### src/rtl/fifo_read_stream_adapter.sv
// Turns a first-word-fall-through-less FIFO read port (data one cycle after rd_en)
// into a valid/ready stream through a 3-entry skid buffer with registered flow control.
`timescale 1ns/1ps

module fifo_read_stream_adapter #(
    parameter int DATA_WIDTH  = 32,
    parameter int COUNT_WIDTH = 10
) (
    input  logic                   clock,
    input  logic                   resetn,
    output logic                   rd_en,
    input  logic [DATA_WIDTH-1:0]  rd_data,
    input  logic                   empty,
    input  logic                   almost_empty,
    input  logic [COUNT_WIDTH-1:0] rd_data_count,
    output logic                   m_valid,
    input  logic                   m_ready,
    output logic [DATA_WIDTH-1:0]  m_data,
    output logic [COUNT_WIDTH+1:0] level,
    output logic                   low_water
);

    localparam int LEVEL_WIDTH = COUNT_WIDTH + 2;

    logic [DATA_WIDTH-1:0] buffer [3];
    logic [1:0]            wr_ptr;
    logic [1:0]            rd_ptr;
    logic [1:0]            occ;
    logic [1:0]            occ_next;
    logic                  inflight;
    logic                  capture;
    logic                  pop;
    logic [2:0]            committed;

    function automatic logic [1:0] ptr_inc(input logic [1:0] ptr);
        return (ptr == 2'd2) ? 2'd0 : ptr + 2'd1;
    endfunction

    // Slots already promised (stored + in flight) decide whether another read fits;
    // m_ready is deliberately absent so the read request has no path from the consumer.
    assign committed = {1'b0, occ} + {2'b0, inflight};
    assign rd_en     = resetn && !empty && (committed < 3'd3);

    assign m_valid = resetn && (occ != 2'd0);
    assign m_data  = buffer[rd_ptr];
    assign capture = inflight;
    assign pop     = m_valid && m_ready;

    // NOTE: every path assigns occ_next via the default first, so no latch is inferred.
    always_comb begin
        occ_next = occ;
        case ({capture, pop})
            2'b10:   occ_next = occ + 2'd1;
            2'b01:   occ_next = occ - 2'd1;
            default: occ_next = occ;
        endcase
    end

    // NOTE: state registers use non-blocking assignments so every flop samples pre-edge values.
    always_ff @(posedge clock) begin
        if (!resetn) begin
            occ       <= 2'd0;
            inflight  <= 1'b0;
            wr_ptr    <= 2'd0;
            rd_ptr    <= 2'd0;
            level     <= '0;
            low_water <= 1'b0;
        end else begin
            occ       <= occ_next;
            inflight  <= rd_en;
            if (capture) wr_ptr <= ptr_inc(wr_ptr);
            if (pop)     rd_ptr <= ptr_inc(rd_ptr);
            level     <= LEVEL_WIDTH'(rd_data_count) + LEVEL_WIDTH'(inflight)
                       + LEVEL_WIDTH'(occ);
            low_water <= almost_empty && (occ <= 2'd1);
        end
    end

    // NOTE: buffer storage has no reset; occ gates visibility, so stale contents never escape.
    always_ff @(posedge clock) begin
        if (capture) buffer[wr_ptr] <= rd_data;
    end

    assert property (@(posedge clock) disable iff (!resetn) capture |-> (occ != 2'd3))
        else $error("capture into a full output buffer");

endmodule

### config.mk
export PLATFORM = sky130hd
export DESIGN_NAME = fifo_read_stream_adapter
export DESIGN_NICKNAME = d
export VERILOG_FILES = /design/src/rtl/fifo_read_stream_adapter.sv
export SDC_FILE = /design/constraint.sdc
export NUM_CORES = 1
export LEC_CHECK = 0
export CORE_MARGIN = 5
export CORE_UTILIZATION = 51
export CTS_BUF_LIST = sky130_fd_sc_hd__clkbuf_8
export DETAILED_ROUTE_END_ITERATION = 16
export PLACE_DENSITY = 0.8
export SLEW_MARGIN = 20
export SYNTH_ARGS = -nofsm -noshare
export SYNTH_HDL_FRONTEND = slang
export SYNTH_SLANG_ARGS = --single-unit
export TNS_END_PERCENT = 5
### constraint.sdc
create_clock -name clock -period 8.25 [get_ports clock]
set_clock_uncertainty 0.05 [all_clocks]
set_input_delay 1.2375 -clock clock [delete_from_list [all_inputs] [get_ports clock]]
set_output_delay 1.2375 -clock clock [all_outputs]
set_load 0.03 [all_outputs]
==> flow_summary.json, run 1 <==
{
  "wire_per_inst_um": 15.91,
  "clk_pin_slew_ns": 0.07,
  "syn_area_per_cell_um2": 14.86,
  "via_per_inst": 5.102,
  "syn_inst": 301,
  "worst_ep_arrival_time_ns": 3.26,
  "post-place-ws_ns": 3.637,
  "status": "finished, final reports clean",
  "fin_nets": 455,
  "grt_pass1_vias": 2824,
  "ys_seq_elements": 117,
  "firstDrtPassIters": 4,
  "drt_wl_total_um": 8290,
  "tightest_slew_ns": 1.054,
  "r2r_cells": 3,
  "clock_latency_ns": 0.41,
  "ctsHoldBuffers": 0,
  "rows": 34,
  "clock-root-buffer": "clkbuf_8",
  "first_iter_violations": 84,
  "cts_made_buffers": 17,
  "hp-start": "rd_ptr[1]",
  "yosysWarnings": 0,
  "design.die.area_um2": 10750,
  "hold_depth": 2,
  "drv_cap": 0,
  "cp_num_buf_inv": 3,
  "cp-start-kind": "input pin",
  "ctsResizeCount": 0,
  "finalMaxSlewViolations": 0,
  "hold_class": "reg2reg",
  "rsz0062_at_grt": "no",
  "fp.dieW_um": 103.7,
  "die_height_um": 103.7,
  "tritoncts": "yes",
  "syn_area_um2": 4474,
  "io_pins": 94,
  "cp_max_fo": 15,
  "core_um2": 8636,
  "yosysSeqAreaShare_pct": 73.83,
  "fin_crit_sh_pct": 55.16,
  "clock_path_buffers": 2,
  "grt_max_degree": 65,
  "vias": 2658,
  "ir_drop_uv": 128.0,
  "initial_core_util_pct": 51.81,
  "worstPathCellList": "clkdlybuf4s50_1 -> inv_1 -> a2111oi_0 -> clkdlybuf4s50_1",
  "crit_slowest_cell": "clkdlybuf4s50_1",
  "grt_pass1_wl_um": 13290,
  "cpMostUsedCell": "clkdlybuf4s50_1",
  "diodes": 0,
  "pwr_density_cell_nw_per_um2": 249.4,
  "antenna_found_initial": 0,
  "drcViolationCount": 0,
  "slew_headroom_pct": 29.72,
  "htree_levels": 4,
  "track_usage_pct": 15.64,
  "post-cts-setup-buffer-count": 0,
  "cts_sinks": 117,
  "r2r-start": "capture",
  "overflow": 0,
  "ff2ff_setup_slack_ns": 6.04,
  "post-route-min-period_ns": 4.551,
  "postLayoutSetupSlackWorst_ns": 3.699,
  "gp_congestion": 0.7977,
  "critPathTopFamily": "buffers and inverters",
  "critPathKind": "in2out",
  "r2r-end": "buffer[0][22]",
  "dp_hpwl_um": 5361,
  "port_buffers": 92,
  "slowest_delay_ns": 0.74,
  "leakagePower_nw": 1.956,
  "hold_viol": 0,
  "max_freq_mhz": 219.7,
  "ant_nets": 0,
  "crit_required_ns": 6.96,
  "setup_viol": 0,
  "setup_tns_ns": 0,
  "yosysUniqueCellTypes": 31,
  "area_growth_pct": 32.27,
  "syn-num-nets": 356,
  "worstSetupEndpointType": "primary output",
  "drive_above_1_share_pct": 9.201
}
-- logic make-up (layout without fill, tap and decap cells) --
kind of cell,Yosys count,after routing,synth area share (%)
flops,117,117,73.83
simple gates,67,67,7.019
compound gates,49,49,6.040
mux,35,35,7.830
buf+inv,20,132,1.846
fa+ha+maj,8,8,2.573
xor+xnor,4,4,0.7829
other cells,1,1,0.08381
-- per-layer routing --
metal | vias to the layer above | track usage [%] | routed length, µm
li1 | 1314 | - | -
met1 | 1244 | 16.41 | 3307
met2 | 89 | 27.05 | 4131
met3 | 11 | 8.085 | 753
met4 | 0 | 4.995 | 98
met5 | - | 0 | 0
-- synth_stat cells --
master      n  area share (%)
nor2_1     11            0.92
o211a_1     1            0.22
buf_2       3            0.34
nand3b_1    1            0.17
and2_1      2            0.28
a21oi_1     6            0.67
nand2_1    37             3.1
or4_1       2            0.34
nand3_4     1            0.39
nor4b_1     1            0.20
o31ai_1     2            0.34
a211oi_1    1            0.17
edfxtp_1   96              64
ha_1        6             1.7
nand3_1     1            0.11
o21ai_0    35             3.9
inv_1       7            0.59
xor2_1      4            0.78
nand2b_1    2            0.28
nor3_1      1            0.11
o21a_1      2            0.34
or3_1       3            0.42
a2111oi_0   2            0.39
buf_4       1            0.17
nor2b_1     4            0.56
fa_1        2            0.89
dfxtp_1    21             9.4
nor4_1      1            0.14
conb_1      1           0.084
clkbuf_1    9            0.75
mux2i_1    35             7.8
-- worst reg2reg max path: stages, from the launching register on --
cell	delay, ns
dfxtp_1	0.47
inv_1	0.11
nor3_2	0.79
buf_4	0.45
-- layout make-up --
cell class / instances / area [µm²]
tap: 108 / 135.1
timing repair buffer: 93 / 928.4
clock inverter: 15 / 180.2
clock buffer: 17 / 234.0
inverter: 7 / 26.28
fill: 628 / 2718
sequential: 117 / 3306
multi-input combinational: 164 / 1109
-- power breakdown --
group	switching (mW)	internal [mW]
Clock	0.232	0.300
Sequential	0.0279	0.667
Combinational	0.135	0.114
Total	0.395	1.08
-- through the flow --
stage                     util (%)  cells  hold WS [ns]  total power [mW]  area (µm²)
final                        68.53    521        0.5059             1.476        5918
after detailed placement     63.74    489        0.4936            0.9592        5504
after CTS                    68.53    521        0.5070             1.492        5918
after floorplan                  -    301        0.4529            0.8430        4474
after global routing         68.53    521        0.5462             1.537        5918
after global placement       63.74    489        0.4840            0.9533        5504
-- sequential cells by signal, summed over array words and instances, names as in the netlist, named ones only --
register   flops
buffer        96
level         11
occ            2
rd_ptr         2
wr_ptr         2
capture        1
low_water      1
-- worst max path at each step --
stage,start,to,depth (start not counted)
after floorplan,resetn,rd_en,2
after global placement,resetn,rd_en,4
after detailed placement,resetn,rd_en,4
after CTS,resetn,rd_en,4
after global routing,resetn,rd_en,4
final,resetn,rd_en,4
-- cells in the final DEF, fill, tap and decap left out, drive strengths merged, types with 3 or more instances in the layout --
cell           instances
dfxtp                 21
bufinv                 3
nand2                 37
clkinv                 3
or3                    3
inv                   11
clkdlybuf4s50         92
o21ai                 35
mux2i                 35
edfxtp                96
nor2b                  4
clkbuf                17
xor2                   4
nor2                  11
clkinvlp               5
ha                     6
a21oi                  6
(Power assumes the default switching activity.)
==> run 2, diff against run 1 <==
Clock period 8.25 ns to 4.19 ns, I/O delays scaled along.
==> flow_summary.json, run 2 (synthesis gave the netlist of run 1 again) <==
{
  "vias": 2663,
  "ant_nets": 0,
  "max_freq_mhz": 303.4,
  "mostFrequentLayoutCells": "96 x edfxtp_1, 92 x clkdlybuf4s50_1, 37 x nand2_1, 35 x mux2i_1, 35 x o21ai_0",
  "utilization_pct": 68.39,
  "htree_levels": 4,
  "port_buffers": 92,
  "pwr_density_cell_nw_per_um2": 481.8,
  "clock_path_buffers": 2,
  "fin_nets": 456,
  "slew_headroom_pct": 31.21,
  "crit_required_ns": 3.51,
  "hold_class": "reg2reg",
  "hold_slack_ns": 0.5205,
  "via_per_inst": 5.102,
  "hp-start": "rd_ptr[0]",
  "grt_pass1_wl_um": 13660,
  "fp.dieW_um": 103.7,
  "r2r-start": "capture",
  "antenna_found_initial": 0,
  "cts_sinks": 117,
  "area_growth_pct": 31.99,
  "wire_per_inst_um": 15.94,
  "top_register": "buffer",
  "worstSetupEndpointType": "primary output",
  "setup_tns_ns": 0,
  "dp_hpwl_um": 5224,
  "hold_viol": 0,
  "drv_cap": 0,
  "cpMostUsedCell": "clkdlybuf4s50_1",
  "layout_commonest_cell": "edfxtp_1",
  "critPathKind": "in2out",
  "ff2ff_setup_slack_ns": 2.04,
  "status": "finished, final reports clean",
  "drive_above_1_share_pct": 9.179,
  "io_pins": 94,
  "gp_congestion": 0.7690,
  "rows": 34,
  "diodes": 0,
  "grt_max_degree": 65,
  "reg_top3": "buffer (96), level (11)",
  "firstDrtPassIters": 4,
  "crit_slowest_cell": "clkdlybuf4s50_1",
  "ctsResizeCount": 0,
  "initial_core_util_pct": 51.81,
  "clk_pin_slew_ns": 0.07,
  "setup_viol": 0,
  "slowest_delay_ns": 0.75,
  "r2r_cells": 6,
  "cp-start-kind": "input pin",
  "largest_reg_flops": 96,
  "clock_latency_ns": 0.41,
  "post-route-min-period_ns": 3.296,
  "worstPathCellList": "clkdlybuf4s50_1 -> inv_1 -> a2111oi_0 -> clkdlybuf4s50_1",
  "grt_pass1_vias": 2793,
  "track_usage_pct": 16.17,
  "fin_crit_sh_pct": 78.66,
  "leakagePower_nw": 1.951,
  "ctsHoldBuffers": 0,
  "first_iter_violations": 106,
  "cp_max_fo": 15,
  "drt_wl_total_um": 8319,
  "hold_depth": 2,
  "ir_drop_uv": 254.1,
  "drcViolationCount": 0,
  "design.die.area_um2": 10750,
  "post-cts-setup-buffer-count": 0,
  "rsz0062_at_grt": "no",
  "finalMaxSlewViolations": 0,
  "tritoncts": "yes",
  "r2r-end": "level[8]",
  "tightest_slew_ns": 1.029,
  "p_total_mw": 2.845,
  "core_um2": 8636,
  "cts_made_buffers": 17,
  "die_height_um": 103.7,
  "clock-root-buffer": "clkbuf_8",
  "overflow": 0,
  "worst_ep_arrival_time_ns": 2.62
}
## run 2: area by class of cell
| class | count | area (µm²) |
|---|---|---|
| Inverter | 7 | 26.28 |
| Tap cell | 108 | 135.1 |
| Multi-Input combinational cell | 164 | 1109 |
| Timing Repair Buffer | 94 | 935.9 |
| Sequential cell | 117 | 3308 |
| Fill cell | 615 | 2730 |
| Clock inverter | 15 | 157.7 |
| Clock buffer | 17 | 234.0 |
## run 2: power by group
group / switching (mW) / internal, mW
registers: 0.0547 / 1.31
clock network: 0.456 / 0.531
logic: 0.265 / 0.225
total: 0.776 / 2.07
## run 2: through the flow
| step | setup slack [ns] | area, µm² | instances |
|---|---|---|---|
| after floorplan | 0.8954 | 4474 | 301 |
| after global placement | 0.8896 | 5512 | 490 |
| after detailed placement | 0.8604 | 5512 | 490 |
| after CTS | 0.8609 | 5903 | 522 |
| after global routing | 0.7357 | 5906 | 522 |
| final | 0.8943 | 5906 | 522 |
## run 2: per-layer routing
metal	share of wire, %	global-route usage [%]	up-vias
li1	-	-	1310
met1	41	18.02	1264
met2	51	26.82	87
met3	7.4	8.520	2
met4	0.36	4.995	0
met5	0	0	-
## run 2: worst max path at each step
stage / depth (start not counted) / endpoint / slack (ns) / from
floorplan: 2 / buffer[0][0] / 0.90 / capture
global placement: 4 / rd_en / 0.89 / resetn
detailed placement: 4 / rd_en / 0.86 / resetn
CTS: 4 / rd_en / 0.86 / resetn
global route: 3 / m_data[22] / 0.74 / flop
finish: 4 / rd_en / 0.89 / resetn
## run 2: worst max-delay path, delay by kind of cell
family                 cells  cell delay (ns)
AOI/OAI and AO/OA          1             0.39
buffers and inverters      3             1.60
